===== config.mk =====
export PLATFORM = sky130hd
export DESIGN_NAME = oy_toplayici
export DESIGN_NICKNAME = d
export VERILOG_FILES = /design/src/rtl/oy_toplayici.sv
export SDC_FILE = /design/constraint.sdc
export NUM_CORES = 1
export LEC_CHECK = 0
export CORE_MARGIN = 2
export CORE_UTILIZATION = 42
export CTS_BUF_LIST = sky130_fd_sc_hd__clkbuf_4 sky130_fd_sc_hd__clkbuf_8
export CTS_CLUSTER_SIZE = 16
export DETAILED_ROUTE_END_ITERATION = 10
export MAX_ROUTING_LAYER = met4
export PLACE_DENSITY = 0.75
export SETUP_SLACK_MARGIN = 0.2
export SLEW_MARGIN = 0
export SYNTH_ARGS = -nofsm -noshare
export SYNTH_HDL_FRONTEND = slang
export SYNTH_SLANG_ARGS = --single-unit

===== constraint.sdc =====
create_clock -name clk -period 1.3 [get_ports clk]
set_input_delay 0.195 -clock clk [delete_from_list [all_inputs] [get_ports clk]]
set_output_delay 0.195 -clock clk [all_outputs]
set_load 0.05 [all_outputs]

===== src/rtl/oy_toplayici.sv =====
// ----------------------------------------------------------------------------
// oy_toplayici
//
// Serial ballot collector. One voter's road-length pair arrives per
// valid/ready handshake and is turned into a single preference bit
// (asphalt wins when its length is not longer than the stone road). After
// SECMEN_SAYISI accepted votes, the majority decision and the asphalt vote
// count are registered and held on a valid/ready result interface until the
// consumer takes them.
//
// Parameters:
//   SECMEN_SAYISI  voters per election (odd, >= 1)
//   UZ_W           width of each road-length input
//
// Ports:
//   clk             system clock, rising edge
//   rst             asynchronous, active-high reset
//   baslat          start-election request, honoured only while idle
//   iptal           abort the running collection, discarding its votes
//   oy_gecerli      voter data valid
//   oy_hazir        collector ready for a vote (high only while collecting)
//   tasli_uzunluk   stone-road length of the current voter
//   asfalt_uzunluk  asphalt-road length of the current voter
//   sonuc_gecerli   majority result valid, held until consumed
//   sonuc_hazir     consumer accepts the result
//   sonuc           1 = majority prefers asphalt
//   evet_sayisi     number of asphalt votes in the finished election
// ----------------------------------------------------------------------------
module oy_toplayici #(
    parameter int SECMEN_SAYISI = 3,
    parameter int UZ_W          = 3
) (
    input  logic                                   clk,
    input  logic                                   rst,
    input  logic                                   baslat,
    input  logic                                   iptal,
    input  logic                                   oy_gecerli,
    output logic                                   oy_hazir,
    input  logic [UZ_W-1:0]                        tasli_uzunluk,
    input  logic [UZ_W-1:0]                        asfalt_uzunluk,
    output logic                                   sonuc_gecerli,
    input  logic                                   sonuc_hazir,
    output logic                                   sonuc,
    output logic [$clog2(SECMEN_SAYISI+1)-1:0]     evet_sayisi
);

    localparam int SAY_W = $clog2(SECMEN_SAYISI + 1);

    // Count value held just before the final vote, and the majority
    // threshold (strictly more than half of an odd electorate).
    localparam logic [SAY_W-1:0] SON_ONCESI = SAY_W'(SECMEN_SAYISI - 1);
    localparam logic [SAY_W-1:0] YARI       = SAY_W'(SECMEN_SAYISI / 2);

    typedef enum logic [1:0] {
        BOSTA = 2'd0,
        TOPLA = 2'd1,
        SONUC = 2'd2
    } durum_t;

    durum_t             durum;
    durum_t             durum_next;
    logic [SAY_W-1:0]   sayac;
    logic [SAY_W-1:0]   evet;
    logic [SAY_W-1:0]   evet_yeni;
    logic               oy;
    logic               kabul;
    logic               son_kabul;

    // Ready is a pure state decode so a vote can be taken on the very first
    // collecting cycle and on every consecutive one.
    assign oy_hazir  = (durum == TOPLA);

    // Equal lengths favour asphalt.
    assign oy        = (asfalt_uzunluk <= tasli_uzunluk);
    assign kabul     = oy_gecerli & oy_hazir;
    assign evet_yeni = evet + SAY_W'(oy);

    // Abort outranks the vote offered in the same cycle, so the closing
    // vote must also be free of iptal.
    assign son_kabul = kabul & ~iptal & (sayac == SON_ONCESI);

    // ------------------------------------------------------------------
    // State register
    // ------------------------------------------------------------------
    // NOTE: clocked state is written with non-blocking assignments so every
    // register samples pre-edge values regardless of block ordering.
    always_ff @(posedge clk or posedge rst) begin
        if (rst) begin
            durum <= BOSTA;
        end else begin
            durum <= durum_next;
        end
    end

    // ------------------------------------------------------------------
    // Next-state logic
    // ------------------------------------------------------------------
    // NOTE: durum_next gets its default before the case so no path leaves it
    // unassigned, which would otherwise infer a latch.
    always_comb begin
        durum_next = durum;
        unique case (durum)
            BOSTA: begin
                if (baslat) begin
                    durum_next = TOPLA;
                end
            end
            TOPLA: begin
                if (iptal) begin
                    durum_next = BOSTA;
                end else if (son_kabul) begin
                    durum_next = SONUC;
                end
            end
            SONUC: begin
                // baslat and iptal are deliberately not looked at here.
                if (sonuc_hazir) begin
                    durum_next = BOSTA;
                end
            end
            default: durum_next = BOSTA;
        endcase
    end

    // ------------------------------------------------------------------
    // Counters and registered result
    // ------------------------------------------------------------------
    always_ff @(posedge clk or posedge rst) begin
        if (rst) begin
            sayac         <= '0;
            evet          <= '0;
            sonuc_gecerli <= 1'b0;
            sonuc         <= 1'b0;
            evet_sayisi   <= '0;
        end else begin
            unique case (durum)
                BOSTA: begin
                    // Result registers keep the previous election's outcome.
                    if (baslat) begin
                        sayac <= '0;
                        evet  <= '0;
                    end
                end
                TOPLA: begin
                    if (iptal) begin
                        sayac <= '0;
                        evet  <= '0;
                    end else if (kabul) begin
                        sayac <= sayac + SAY_W'(1);
                        evet  <= evet_yeni;
                        // The closing vote is folded in directly so the
                        // result appears the cycle after it is accepted.
                        if (son_kabul) begin
                            evet_sayisi   <= evet_yeni;
                            sonuc         <= (evet_yeni > YARI);
                            sonuc_gecerli <= 1'b1;
                        end
                    end
                end
                SONUC: begin
                    if (sonuc_hazir) begin
                        sonuc_gecerli <= 1'b0;
                    end
                end
                default: begin
                    sonuc_gecerli <= 1'b0;
                end
            endcase
        end
    end

endmodule


==> summary.md, run 1 <==
| Metric | Value |
|---|---|
| Worst setup path end | evet_sayisi[1]$_DFFE_PP0P_ |
| Setup slack after layout | -0.1092 ns |
| Initial antenna violation count | 0 |
| NumNets Final | 105 |
| Max Clk Rate | 709.6 MHz |
| CP Capture Type | flop |
| Final antenna-violating net count | 0 |
| Num CTS Buffers | 3 |
| Drt first pass iters | 5 |
| Largest net degree at the start of global routing | 11 |
| Worst flop-to-flop path endpoint | evet_sayisi[0]$_DFFE_PP0P_ |
| Mean cell area of the mapped netlist | between 10 and 15 sq um |
| Vias | 509 |
| Crit Path Class | primary input to flop |
| Final core utilization | 0.8130 |
| Critical path data arrival time | 1.56 ns |
| Top cells by area, synth | dfrtp_1 (43%), ha_1 (11%), o21a_1 (5.2%), inv_1 (4.6%), mux2i_1 (3.5%) |
| Fin crit period | 1.409 ns |
| Slew @ Worst Pin | 0.3735 ns |
| Status | complete, but fails checks |
| GPL Wtd Cong | 0.7097 |
| Lkg Pwr | 0.4850 nW |
| Worst Path Max Fanout | 2 |
| Worst-path clk slew | approximately 0.07 ns |
| PortBufs | 16 |
| Mapped Area | 575.6 sq um |
| Distinct cells, synth | 22 |
| GRT overflow | 0 |
| Sequential share of the synthesized area | 0.4348 |
| Flops & latches, synth | 10 |
| Sw Pwr | 0.5255 mW |
| First-pass GRT wire length | 2290 microns |
| Cell internal pwr | between 0.9 and 1 mW |
| Seq pwr share | 0.312 |
| Initial Util | 0.4479 |
| Sink Count | 10 |
| Vias/cell | 4.990 |
| Ys Warns | 0 |
| Sum Neg Setup Slack | -0.2865 ns |
| Iter 0 DRT Violations | 5 |
| RSZ-0062 raised after global routing | yes |
| Largest area contributor in the netlist | dfrtp_1 |
| DRC Markers | 0 |
| Worst Hold Class | primary input to async pin |
| # fillers | between 70 and 80 |
| Max-Cap Viols | 0 |
| DIE WIDTH | 41.02 microns |
| CTS Buffer Depth | 2 |
| Clk_skew | 0.005437 ns |
| Final WL | 1422 microns |
| P&R area growth vs syn | 81.52% |
| Failing checks | negative setup slack |
| Share of layout cells above drive strength 1 | 0.5402 |
| FF-to-FF Start | durum[1]$_DFFE_PP0P_ |
| Tot GR Track Use | 0.2246 |
| Full die area | 1683 sq um |
| Die Ht | 41.02 microns |
| Post-DP HPWL | 937.1 microns |
| CTS tree | yes |
| CP Launch Point | tasli_uzunluk[1] |
| Core box area | between 1000 and 1500 sq um |
| Top-area cell type share of the netlist area | 0.4348 |
| Num rows | 13 |
| Ports | 17 |
| # setup viols final | 5 |
| Worst slew margin relative to its limit | 0.7507 |
| Register-to-Register Path Depth | 3 |
| Clock power frac | 0.173 |
| # diodes | 0 |
| Required @ worst endpoint | 1.45 ns |
| Reg-to-reg slack, setup | roughly 0.01 ns |
| Power Dens Cells | 1384 nW/um^2 |
| Final Hold Fails | 0 |
| Latest clock arrival within the worst-skew pair | 0.27 ns |
| Net Count, Synth | 71 |
| Sw Ratio | 0.3634 |
| Tcrit/Tclk final | 1.084 |
| Final Max Tran Viols | 0 |
| Peak supply drop | 1.139 mV |
| H-tree levels | 1 |
| Post-DR wirelength/cell | 13.94 microns |
| CTS root buf | clkbuf_4 |
| Dpl ws | -0.8266 ns |
| Gate power share | 0.516 |
| Vias in the first global route | 542 |
| CTS hold repair buffers | 0 |
| Critical path launch point type | primary input |
| Synthesized instance count | 54 |
==> area by class of cell <==
type / instances / area, sq um / area share
multi-input cells: 36 / 384.1 / 0.3677
clock buffers: 4 / 30.03 / 0.02874
repair buffers: 30 / 327.8 / 0.3138
well taps: 15 / 18.77 / 0.01796
flip-flops and latches: 10 / 252.7 / 0.2419
inverters: 7 / 31.28 / 0.02994
==> cells in the final DEF, fill, tap and decap left out, drive strengths merged, types with 2 or more instances in the layout <==
cell type      instances
clkbuf                 5
o21a                   4
mux2                   2
nand3                  2
buf                   21
clkdlybuf4s50          4
nor2b                  3
dlygate4sd2            4
o21ai                  3
ha                     5
mux2i                  2
dfrtp                 10
nand4                  2
nor2                   4
inv                    7
==> power by group through the flow <==
stage / logic (mW) / clock network [mW] / registers [mW]
finish: 0.746 / 0.250 / 0.451
global route: 0.785 / 0.275 / 0.462
global placement: 0.680 / 0 / 0.451
detailed placement: 0.690 / 0 / 0.450
floorplan: 0.174 / 0 / 0.605
CTS: 0.733 / 0.256 / 0.451
==> cells by family after synthesis <==
| kind of cell | count (synthesis) | share of synthesized area |
|---|---|---|
| and+or+nand+nor | 15 | 0.1609 |
| adders and majority gates | 5 | 0.1087 |
| xor gates and xnor gates | 1 | 0.01522 |
| buffers and inverters | 8 | 0.06522 |
| muxes | 4 | 0.08043 |
| DFF | 10 | 0.4348 |
| AOI/OAI and AO/OA | 11 | 0.1348 |
==> worst min path at each step <==
stage | start | endpoint
5_1_grt | rst | sonuc$_DFFE_PP0P_
2_1_floorplan | rst | evet[0]$_DFFE_PP0P_
6_report | rst | sonuc$_DFFE_PP0P_
3_5_place_dp | rst | evet_sayisi[0]$_DFFE_PP0P_
3_3_place_gp | rst | evet_sayisi[0]$_DFFE_PP0P_
4_1_cts | rst | sonuc$_DFFE_PP0P_
==> worst max-delay path, stage by stage <==
cell     delay (ns)
buf_8          0.10
inv_6          0.04
ha_4           0.19
nor2b_4        0.12
o21a_1         0.16
o21ai_1        0.15
ha_2           0.22
xnor2_2        0.11
nand4_1        0.15
o21a_1         0.14
==> routing by layer <==
layer,part of all wire,global-route usage,vias up
met5,0,-,-
met4,0,0.05000,0
met3,0.060,0.08696,0
met2,0.51,0.3555,17
met1,0.43,0.2678,241
li1,-,-,251
==> synth_stat cells, drive strengths merged <==
master   n
and3     1
nand2    1
ha       5
a211oi   1
nand3b   1
mux2     2
mux2i    2
o21ai    3
nor2     4
xnor2    1
buf      1
nand4    2
nor3b    1
inv      7
a21o     1
dfrtp   10
nand3    2
o21a     4
a21oi    1
o211ai   1
nor2b    3
==> flip-flops by register name, summed over array words and instances, names as in the netlist <==
register	flops
durum	2
evet	2
sonuc_gecerli	1
sayac	2
evet_sayisi	2
sonuc	1
==> through the flow <==
step / std cells / instance area [sq um] / hold slack [ns] / power (mW)
after floorplan: 54 / 616.8 / 0.03504 / 0.7794
after global placement: 94 / 909.6 / 0.4931 / 1.132
after detailed placement: 94 / 909.6 / 0.4913 / 1.140
after CTS: 102 / 1035 / 0.1998 / 1.440
after global routing: 102 / 1045 / 0.2526 / 1.521
final: 102 / 1045 / 0.1936 / 1.446
==> what timing repair did <==
action | 4_1_cts | 5_1_grt
gates resized for setup | 34 | 4
endpoints found under the setup margin | 11 | 11
gates cloned | 0 | 0
hold endpoints to repair | 0 | 0
buffers inserted | 4 | 0
pin swaps | 10 | 9
Power figures use the tool's default switching activity.
==> run 2, diff against run 1 <==
--- a/config.mk
+++ b/config.mk
@@ -5,7 +5,7 @@
 export SDC_FILE = /design/constraint.sdc
 export NUM_CORES = 1
 export LEC_CHECK = 0
-export CORE_MARGIN = 2
+export CORE_MARGIN = 4
 export CORE_UTILIZATION = 42
 export CTS_BUF_LIST = sky130_fd_sc_hd__clkbuf_4 sky130_fd_sc_hd__clkbuf_8
 export CTS_CLUSTER_SIZE = 16
==> summary.md, run 2 (synthesis results as in run 1) <==
| Metric | Value |
|---|---|
| CTS hold repair buffers | 0 (unchanged) |
| Critical path data arrival time | 1.48 ns (was 1.56 ns) |
| Final Max Tran Viols | 0 (unchanged) |
| Clk_skew | 0.01198 ns (was 0.005437 ns) |
| Placed cell count | 93 (was 94) |
| First-pass GRT wire length | 2490 microns (was 2290 microns) |
| Final antenna-violating net count | 0 (unchanged) |
| Iter 0 DRT Violations | 5 (unchanged) |
| Die Ht | 45.02 microns (was 41.02 microns) |
| Sum Neg Setup Slack | -0.05105 ns (was -0.2865 ns) |
| Worst-path clk slew | 0.07 ns (about the same) |
| PortBufs | 16 (unchanged) |
| Tcrit/Tclk final | 1.019 (was 1.084) |
| Full die area | 2027 sq um (was 1683 sq um) |
| Pwr Total | 1.474 mW (was 1.446 mW) |
| CP Capture Type | flop (unchanged) |
| Worst slew margin relative to its limit | 0.7495 (was 0.7507) |
| Worst Path Max Fanout | 2 (unchanged) |
| Latest clock arrival within the worst-skew pair | 0.28 ns (was 0.27 ns) |
| Vias in the first global route | 557 (was 542) |
| Drt first pass iters | 4 (was 5) |
| Ordered list of cells on the worst path | buf_8 -> inv_6 -> ha_4 -> nor2b_4 -> o21a_1 -> o21ai_1 -> ha_2 -> xnor2_1 -> nand4_1 -> o21a_1 (was buf_8 -> inv_6 -> ha_4 -> nor2b_4 -> o21a_1 -> o21ai_1 -> ha_2 -> xnor2_2 -> nand4_1 -> o21a_1) |
| Most frequent cells in the layout | dfrtp_1 (8), buf_6 (8), buf_4 (6), dlygate4sd2_1 (5), buf_12 (5) (was dfrtp_1 (8), buf_4 (8), buf_6 (6), buf_12 (5)) |
| H-tree levels | 1 (unchanged) |
| Max-Cap Viols | 0 (unchanged) |
| Share of layout cells above drive strength 1 | 0.5172 (was 0.5402) |
| Fin crit period | 1.324 ns (was 1.409 ns) |
| Vias | 525 (was 509) |
| Initial Util | 0.4423 (was 0.4479) |
| Final Hold Fails | 0 (unchanged) |
| DRC Markers | 0 (unchanged) |
| CTS tree | yes (unchanged) |
| GPL Wtd Cong | 0.7214 (was 0.7097) |
| Required @ worst endpoint | 1.46 ns (was 1.45 ns) |
| Peak supply drop | 0.9803 mV (was 1.139 mV) |
| Lkg Pwr | 0.4904 nW (was 0.4850 nW) |
| Core box area | 1301 sq um (was 1285 sq um) |
| Most used cell, CP | o21a_1 (unchanged) |
| Final WL | 1456 microns (was 1422 microns) |
| Tot GR Track Use | 0.1830 (was 0.2246) |
| RSZ-0062 raised after global routing | yes (unchanged) |
| Critical path launch point type | primary input (unchanged) |
| # setup viols final | 4 (was 5) |
| Critical path's slowest cell | ha_2 (unchanged) |
| Num rows | 13 (unchanged) |
| Post-DR wirelength/cell | 14.14 microns (was 13.94 microns) |
| Vias/cell | 5.097 (was 4.990) |
| Worst Hold Class | primary input to async pin (unchanged) |
| Largest net degree at the start of global routing | 11 (unchanged) |
| Slew @ Worst Pin | 0.3753 ns (was 0.3735 ns) |
| Status | complete, but fails checks (unchanged) |
| Ports | 17 (unchanged) |
| Post-route insts no fill | 103 (was 102) |
| FF-to-FF Start | durum[1]$_DFFE_PP0P_ (unchanged) |
| P&R area growth vs syn | 82.83% (was 81.52%) |
| Sink Count | 10 (unchanged) |
| Final hold slack | 0.1835 ns (was 0.1936 ns) |
| Power Dens Cells | 1400 nW/um^2 (was 1384 nW/um^2) |
| Max Clk Rate | 755.2 MHz (was 709.6 MHz) |
| GRT overflow | 0 (unchanged) |
| Worst flop-to-flop path endpoint | evet_sayisi[0]$_DFFE_PP0P_ (unchanged) |
| CTS root buf | clkbuf_4 (unchanged) |
| CTS Buffer Depth | 2 (unchanged) |
| Initial antenna violation count | 0 (unchanged) |
| Crit Path Class | primary input to flop (unchanged) |
| Reg-to-reg slack, setup | -0.02 ns (was 0.01 ns) |
| Post-DP HPWL | 1036 microns (was 937.1 microns) |
| DIE WIDTH | 45.02 microns (was 41.02 microns) |
| Setup slack after layout | -0.02411 ns (was -0.1092 ns) |
| Num CTS Buffers | 3 (unchanged) |
| NumNets Final | 105 (unchanged) |
| Failing checks | negative setup slack (unchanged) |
| Crit path largest cell delay | 0.20 ns (was 0.22 ns) |
| Register-to-Register Path Depth | 3 (unchanged) |
[run 2: cell types whose count changed in the layout (fill, tap and decap cells not counted), sizes merged]
cell / change
dlygate4sd2: +1
clkdlybuf4s50: -1
diode: +1
[run 2: per-stage QoR]
stage | area (sq um) | util | setup WS, ns
after CTS | 1036 | 0.7962 | -0.02736
final | 1052 | 0.8087 | -0.02411
after global routing | 1050 | 0.8067 | -0.08399
after detailed placement | 902.1 | 0.6933 | -0.8212
after global placement | 902.1 | 0.6933 | -0.8015
after floorplan | 616.8 | - | -0.1785
[run 2: critical path: cells and delay by family]
family | cells | cell delay [ns]
compound gates | 3 | 0.40
buf+inv | 2 | 0.14
simple gates | 2 | 0.23
fa+ha+maj | 2 | 0.39
xor+xnor | 1 | 0.11
[run 2: worst max-delay path by stage]
stage	end	from	cells after the start
after CTS	evet_sayisi[1]$_DFFE_PP0P_	tasli_uzunluk[1]	10
after detailed placement	evet_sayisi[1]$_DFFE_PP0P_	tasli_uzunluk[1]	10
final	evet_sayisi[1]$_DFFE_PP0P_	tasli_uzunluk[1]	10
after global routing	evet_sayisi[1]$_DFFE_PP0P_	tasli_uzunluk[1]	10
after global placement	evet_sayisi[1]$_DFFE_PP0P_	tasli_uzunluk[1]	10
after floorplan	evet_sayisi[0]$_DFFE_PP0P_	asfalt_uzunluk[1]	6
[run 2: repair_timing]
item | 4_1_cts | 5_1_grt
resized for setup | 34 | 5
pin swaps | 10 | 3
setup buffers | 5 | 0
endpoints found under the setup margin | 11 | 11
[run 2: area by class of cell]
type	count	area [sq um]
fill	83	249.0
antenna	1	2.502
multi-input combinational	36	376.6
clock buffer	4	36.28
timing repair buffer	30	334.1
tap	15	18.77
sequential	10	252.7
inverter	7	31.28
[run 2: metal layers]
| layer | routed length [microns] | track usage | share of wire | vias to the layer above |
|---|---|---|---|---|
| met3 | 83 | 0.08367 | 0.057 | 4 |
| met2 | 800 | 0.2881 | 0.55 | 11 |
| met1 | 559 | 0.1955 | 0.38 | 255 |
| met5 | 0 | - | 0 | - |
| met4 | 13 | 0.08187 | 0.0089 | 0 |
| li1 | - | - | - | 255 |
[run 2: power by group]
| part | total (mW) | switching, mW | internal (mW) |
|---|---|---|---|
| registers | 0.452 | 0.0720 | 0.380 |
| logic | 0.736 | 0.337 | 0.399 |
| clock network | 0.285 | 0.115 | 0.170 |
